--- config.mk ---
export PLATFORM = sky130hd
export DESIGN_NAME = cpu_step_controller
export DESIGN_NICKNAME = d
export VERILOG_FILES = /design/src/rtl/cpu_step_controller.sv
export SDC_FILE = /design/constraint.sdc
export NUM_CORES = 1
export LEC_CHECK = 0
export CORE_MARGIN = 2
export CORE_UTILIZATION = 55
export CTS_BUF_LIST = sky130_fd_sc_hd__clkbuf_8
export CTS_CLUSTER_SIZE = 24
export DETAILED_ROUTE_END_ITERATION = 12
export DONT_BUFFER_PORTS = 1
export GPL_ROUTABILITY_DRIVEN = 1
export HOLD_SLACK_MARGIN = 0.12
export PLACE_DENSITY = 0.76
export SLEW_MARGIN = 20
export SYNTH_ARGS = -nofsm -noshare
export SYNTH_HDL_FRONTEND = slang
export SYNTH_SLANG_ARGS = --single-unit
export TNS_END_PERCENT = 50
--- constraint.sdc ---
create_clock -name clk -period 2.2 [get_ports clk]
set_input_delay 0.22 -clock clk [delete_from_list [all_inputs] [get_ports clk]]
set_output_delay 0.22 -clock clk [all_outputs]
set_load 0.01 [all_outputs]
--- src/rtl/cpu_step_controller.sv ---
// Single-step / run / burst clock-enable controller for a debug CPU, fed by three raw buttons.
// Define CPU_STEP_COUNTER_EN to build the step_count counter; otherwise step_count is tied to 0.
module cpu_step_controller #(
    parameter int DEBOUNCE_CYCLES = 4,
    parameter int CNT_W           = 16
) (
    input  logic             clk,
    input  logic             reset,
    input  logic             btn_step,
    input  logic             btn_run,
    input  logic             btn_burst,
    input  logic [7:0]       burst_len,
    output logic             cpu_en,
    output logic             halted,
    output logic [1:0]       mode,
    output logic [CNT_W-1:0] step_count
);
    localparam logic [1:0] S_HALT  = 2'b00;
    localparam logic [1:0] S_STEP  = 2'b01;
    localparam logic [1:0] S_RUN   = 2'b10;
    localparam logic [1:0] S_BURST = 2'b11;
    localparam int         NB      = 3;
    localparam logic [7:0] DB_LAST = 8'(DEBOUNCE_CYCLES - 1);

    logic [NB-1:0] btn_raw, sync1_q, sync2_q, level_q, level_prev_q, evt;
    logic          step_evt, run_evt, burst_evt;
    logic [1:0]    state_q, state_d;
    logic [7:0]    rem_q, rem_d;

    assign btn_raw = {btn_burst, btn_run, btn_step};

    always_ff @(posedge clk or negedge reset) begin
        if (!reset) begin
            sync1_q      <= '0;
            sync2_q      <= '0;
            level_prev_q <= '0;
        end else begin
            sync1_q      <= btn_raw;
            sync2_q      <= sync1_q;
            level_prev_q <= level_q;
        end
    end

    // Level flips only after DEBOUNCE_CYCLES consecutive disagreeing samples; agreement restarts the count.
    for (genvar b = 0; b < NB; b++) begin : g_db
        logic [7:0] cnt_q;
        logic       lvl_q;

        always_ff @(posedge clk or negedge reset) begin
            if (!reset) begin
                cnt_q <= '0;
                lvl_q <= 1'b0;
            end else if (sync2_q[b] == lvl_q) begin
                cnt_q <= '0;
            end else if (cnt_q == DB_LAST) begin
                cnt_q <= '0;
                lvl_q <= sync2_q[b];
            end else begin
                cnt_q <= cnt_q + 8'd1;
            end
        end

        assign level_q[b] = lvl_q;
    end

    assign evt       = level_q & ~level_prev_q;
    assign step_evt  = evt[0];
    assign run_evt   = evt[1];
    assign burst_evt = evt[2];

    always_comb begin
        state_d = state_q;
        rem_d   = rem_q;
        case (state_q)
            S_HALT: begin
                // A burst event masks a same-cycle step even when burst_len is 0.
                if (run_evt) begin
                    state_d = S_RUN;
                end else if (burst_evt) begin
                    if (burst_len != 8'd0) begin
                        state_d = S_BURST;
                        rem_d   = burst_len;
                    end
                end else if (step_evt) begin
                    state_d = S_STEP;
                end
            end
            S_STEP: state_d = S_HALT;
            S_RUN: begin
                if (run_evt) state_d = S_HALT;
            end
            S_BURST: begin
                rem_d = rem_q - 8'd1;
                if (run_evt) begin
                    state_d = S_HALT;
                    rem_d   = 8'd0;
                end else if (rem_q == 8'd1) begin
                    state_d = S_HALT;
                end
            end
            default: state_d = S_HALT;
        endcase
    end

    always_ff @(posedge clk or negedge reset) begin
        if (!reset) begin
            state_q <= S_HALT;
            rem_q   <= 8'd0;
        end else begin
            state_q <= state_d;
            rem_q   <= rem_d;
        end
    end

    assign cpu_en = (state_q != S_HALT);
    assign halted = (state_q == S_HALT);
    assign mode   = state_q;

`ifdef CPU_STEP_COUNTER_EN
    logic [CNT_W-1:0] cnt_q;

    always_ff @(posedge clk or negedge reset) begin
        if (!reset)      cnt_q <= '0;
        else if (cpu_en) cnt_q <= cnt_q + CNT_W'(1);
    end

    assign step_count = cnt_q;
`else
    assign step_count = '0;
`endif

endmodule

## Word level (Yosys, flattened, before mapping)

Index checks and enable logic that the tools add are counted.
W data, S select, Z words.

| storage, ports and cells | value |
|---|---|
| register bits after elaboration | 46 |
| latch bits | 0 |
| memory bits (writable) | 0 |
| ROM bits | 0 |
| input port bits | 13 |
| logic and storage cells | 65 |
| memories kept | 0 |

| cells by class | value |
|---|---|
| add/subtract/negate cells | 4 |
| multiply operators | 0 |
| divide/modulo/power cells | 0 |
| $lt $le $gt $ge | 0 |
| equal/unequal tests | 17 |
| shift-type cells | 0 |
| multiplexer cells | 19 |
| bitwise operators | 5 |
| reductions and logical operators | 9 |

Operators by type and width:

| cell | number |
|---|---|
| $mux W8 | 10 |
| $add A8 B1 Y8 const B | 3 |
| $eq A8 B2 Y1 const B | 3 |
| $pmux W8 S2 | 1 |
| $mux W2 | 7 |
| $eq A8 B1 Y1 const B | 1 |
| $pmux W2 S4 | 1 |
| $reduce_and A4 Y1 | 2 |
| $reduce_bool A8 Y1 | 1 |
| $sub A8 B1 Y8 const B | 1 |
| $reduce_and A2 Y1 | 3 |
| $eq A2 B2 Y1 const B | 2 |
| $ne A2 B1 Y1 const B | 2 |
| $ne A2 B2 Y1 const B | 2 |
| $ne A4 B1 Y1 const B | 1 |
| $ne A4 B3 Y1 const B | 1 |
| $reduce_bool A2 Y1 | 2 |
| $and A3 B3 Y3 | 1 |
| $eq A1 B1 Y1 | 3 |
| $ne A3 B3 Y1 const B | 1 |
| $not A1 Y1 | 3 |
| $not A3 Y3 | 1 |
| $eq A2 B1 Y1 const B | 1 |
| $logic_not A2 Y1 | 1 |

## Depth between registers and ports, before layout

| depth | value |
|---|---|
| depth in word-level cells | 6 |
| depth in mapped cells | 6 |
| mapped depth without buffers | 6 |

## Worst setup path before layout

No wires, ideal clock.

| path | value |
|---|---|
| path kind | register to register |
| start | register level_prev_q[2] |
| end | register rem_q[3] |
| setup time | 148 ps |
| data arrival time | 1344 ps |
| setup slack | 707 ps |
| stages on the path, launching flop included | 5 |
| path buffers | 0 |
| path through | dfrtp_1 -> nand2b_2 -> or4_4 -> nor2_1 -> o221ai_1 |

| between the ends | value |
|---|---|
| cells in the longest elaborated chain, start to end | 4 |

Ends and longest elaborated chain:

| item | line | source |
|---|---|---|
| from (decl) | 25 | `logic [NB-1:0] btn_raw, sync1_q, sync2_q, level_q, level_prev_q, evt;` |
| from (signal assigned) | 40 | `level_prev_q <= level_q;` |
| $not A3 Y3 | 66 | `assign evt = level_q & ~level_prev_q;` |
| $and A3 B3 Y3 | 66 |  |
| $ne A2 B1 Y1 (no source line) | n/a |  |
| $reduce_and A4 Y1 (no source line) | n/a |  |
| to (signal assigned) | 111 | `rem_q <= rem_d;` |
| to (decl) | 28 | `logic [7:0] rem_q, rem_d;` |

No other way between the ends.
A chain may end at the register's enable or synchronous reset.

## Final worst setup path

| path | value |
|---|---|
| start | register state_q[0], in the netlist mode[0] |
| end | register rem_q[3] |

| between the ends | value |
|---|---|
| cells in the longest elaborated chain, start to end | 3 |

Ends and longest elaborated chain:

| item | line | source |
|---|---|---|
| from (decl) | 27 | `logic [1:0] state_q, state_d;` |
| from (signal assigned) | 110 | `state_q <= state_d;` |
| $logic_not A2 Y1 / $eq A2 B2 Y1 (equally long branches) | 74 | `case (state_q)` |
| $ne A2 B1 Y1 (no source line), or another cell as far along | n/a |  |
| $reduce_and A4 Y1 (no source line) | n/a |  |

Parallel ways exist; a longest one is shown, timed or not.

==> results.md <==
* Status: finished, final reports clean
* Crit Path Max Fanout at 9
* VDD IR max at 0.000568 V
* Yosys reg bits at 46
* Die width at 68.0 um
* Hpwl dp at 2730 um
* Synthesis warning total at 0
* Synth Area in Adders at 2.77%
* Leak at 1.11 nW
* Vias in the first global route at 1450
* Final instance area at 0.00245 mm^2
* Placed inst area at 0.00226 mm^2
* Part of the power in registers at 47.0%
* Multi-input logic area at 0.00102 mm^2
* Post-synthesis compound-gate area fraction at 7.66%
* Post-synth ARST share at 100%
* WL per Instance at 14.1 um
* Hold buffer count at cts at 7
* Tot Pwr at 2.74 mW
* Nets@finish at 246
* Main synth FF type: dfrtp_1
* Worst skew pair latency at 0.30 ns
* Overall Global Routing Usage at 20.0%
* Core Region at 0.00397 mm^2
* Hold WC Path Type: primary input to flop
* Root buf cell: clkbuf_8
* GR Overflow Total at 0
* Post-synthesis sequential area ratio at 51.1%
* Peak Freq at 0.568 GHz
* DRC violations left at 0
* Final Hold Viols at 0
* Unrepaired setup endpoints after global routing: no
* Final Skew at 0.00994 ns
* Crit. End Element: flop
* Die Y at 68.0 um
* Net Sw Power at 0.990 mW
* Syn_area_per_cell at 10.5 um^2
* Post-Synth Simple-Gate Area at 21.5%
* Initial core utilization at 56.8%
* Pre-CTS WS at 0.452 ns
* Xor/xnor share of the synthesized area at 8.16%
* H-tree levels at 2
* Register area at 0.00115 mm^2
* Slew margin rel. at 61.1%
* Crit share post-route at 80.1%
* Largest net degree at the start of global routing at 47
* Power Density at 1120 mW/mm^2
* Fill count at 328
* Crit path launch type: flop
* Sw Share at 36.1%
* Clock Pin Slew Worst Setup and Hold Paths at 0.09 ns
* EDFF count, synth at 0
* Final setup violation count at 0
* Worst Path Arrival at 1.98 ns
* Maxcap violations at 0
* CP peak stage delay at 0.52 ns
* First-pass GRT wire length at 6870 um
* Clk pwr share at 22.7%
* Crit path time final at 1.76 ns
* Netlist cell types at 40
* DR pass1 iterations at 4
* Syn Inst Count at 215
* Port bufs at 0
* Final TNS setup at 0 ns
* ANT cells at 0
* Iteration-0 DRC Markers at 138
* Vias per inst at 5.52
* Die ar. at 0.00463 mm^2
* Post-Route WL at 3940 um
* Routability cong. at 0.936
* CTS resizes at 0
* Crit path cell chain: nand2_1 > nor2_1 > o311ai_0 > o221ai_1
* DR vias at 1540
* Routed Antenna Nets at 0
* DP Cell Count at 264
* Critical path data required time at 2.42 ns
* IO Count at 33
* Gate power share at 30.3%
* Post-CTS Setup Inserts at 0
* Initial antenna violation count at 0
* Main combinational cell family by area after synthesis: simple AND/OR/NAND/NOR gates
* Area share of the largest cell type after synthesis at 51.1%
* Critical Path Slowest Stage Cell: dfrtp_1
* Cell Rows at 23
* Cts bufs inserted at 5
* Slew Limit Fails at 0
* Pint at 1.75 mW
* Worst setup margin at 0.438 ns
* Worst Max-Slew Pin Slew at 0.582 ns
* Layout cells sized above 1 at 7.86%
* Mux cell area share after synthesis at 2.39%
* Syn-to-layout area delta at 8.88%
* CTS Sinks at 46
* Area leader, netlist: dfrtp_1
* CTS tree: done
* Longest Clk Path Bufs at 2
* Non-Filler Instances at 279
* Top cells by area, synth: dfrtp_1 (51%), xor2_1 (6.6%), buf_4 (5.3%)
* Critical path class: flop to flop
* Post-Synthesis Cell Area at 0.00225 mm^2
synth_stat cells (2+ instances only):
cell type,n
nor3b_1,2
xnor2_1,4
o221ai_1,4
o21ai_0,3
nor4_1,4
nand3_1,18
nand4_1,2
or4_4,2
nand2b_1,2
ha_1,5
mux2i_1,2
and2_1,2
nand2_1,15
inv_1,5
xor2_1,17
dfrtp_1,46
nor2_1,28
nor4b_1,3
a22oi_1,3
and3_1,8
buf_4,16
a32o_1,2
nor3_1,3
mux2_2,3
per-stage QoR:
step	utilization [%]	hold slack (ns)
after floorplan	-	-0.0756
after global placement	56.8	-0.0744
after detailed placement	56.8	-0.0744
after CTS	61.8	0.141
after global routing	61.8	0.149
final	61.8	0.133
sequential cells by signal, indices dropped and copies added (netlist names):
| name | flops |
|---|---|
| rem_q | 8 |
| mode | 2 |
| g_db.cnt_q | 24 |
| level_prev_q | 3 |
| g_db.lvl_q | 3 |
| sync2_q | 3 |
| sync1_q | 3 |
worst max-delay path, delay by kind of cell, from the launching register on:
| family | cells | cell delay (ns) |
|---|---|---|
| compound gates | 2 | 0.40 |
| flops | 1 | 0.52 |
| simple gates | 2 | 0.75 |
power groups by stage:
stage,Clock (mW),Combinational [mW],Sequential [mW]
after floorplan,0,0.663,1.25
after global placement,0,0.787,1.29
after detailed placement,0,0.796,1.30
after CTS,0.637,0.839,1.29
after global routing,0.677,0.950,1.33
final,0.622,0.832,1.29
layout by cell type, fill, tap and decap left out, types with 4 or more instances in the layout:
cell	instances
and3_1	8
dlygate4sd3_1	6
nor2_1	28
clkbuf_8	5
dfrtp_1	46
o221ai_1	4
nand3_1	18
conb_1	16
nor4_1	4
nand2_1	15
inv_1	6
xor2_1	17
xnor2_1	4
ha_1	5
cells by family (layout without fill, tap and decap cells):
kind of cell | count (synthesis) | count (layout)
AND/OR/NAND/NOR | 94 | 94
XOR/XNOR | 21 | 21
buffers and inverters | 22 | 21
other | 1 | 16
multiplexers | 5 | 5
AO/OA/AOI/OAI | 21 | 21
flip-flops | 46 | 46
adder cells (fa/ha/maj) | 5 | 5
final cells by class:
type | instances | share of cell area [%]
sequential | 46 | 46.9
multi-input combinational | 162 | 41.4
timing repair buffer | 8 | 3.87
clock buffer | 5 | 2.80
tap | 50 | 2.55
clock inverter | 3 | 1.68
inverter | 5 | 0.765
final timing paths:
kind / startpoint / endpoint / slack (ns) / depth (start not counted)
setup / recovery: mode[0] / rem_q[3] / 0.44 / 4
hold / removal: burst_len[1] / rem_q[1] / 0.13 / 2
setup reg to reg: mode[0] / rem_q[3] / 0.44 / 4
hold reg to reg: sync1_q[2] / sync2_q[2] / 0.35 / 0
max in group asynchronous: reset / g_db[0].cnt_q[1] / 1.57 / 2
min in group asynchronous: reset / mode[0] / 0.42 / 2
metal layers:
| layer | track usage, % | vias to the layer above | wire length [um] |
|---|---|---|---|
| met5 | 0 | - | 0 |
| met4 | 6.00 | 0 | 45 |
| met3 | 5.76 | 7 | 214 |
| met2 | 30.9 | 45 | 1860 |
| met1 | 27.6 | 735 | 1820 |
| li1 | - | 753 | - |
No activity file was read; power rests on OpenSTA's default activity.
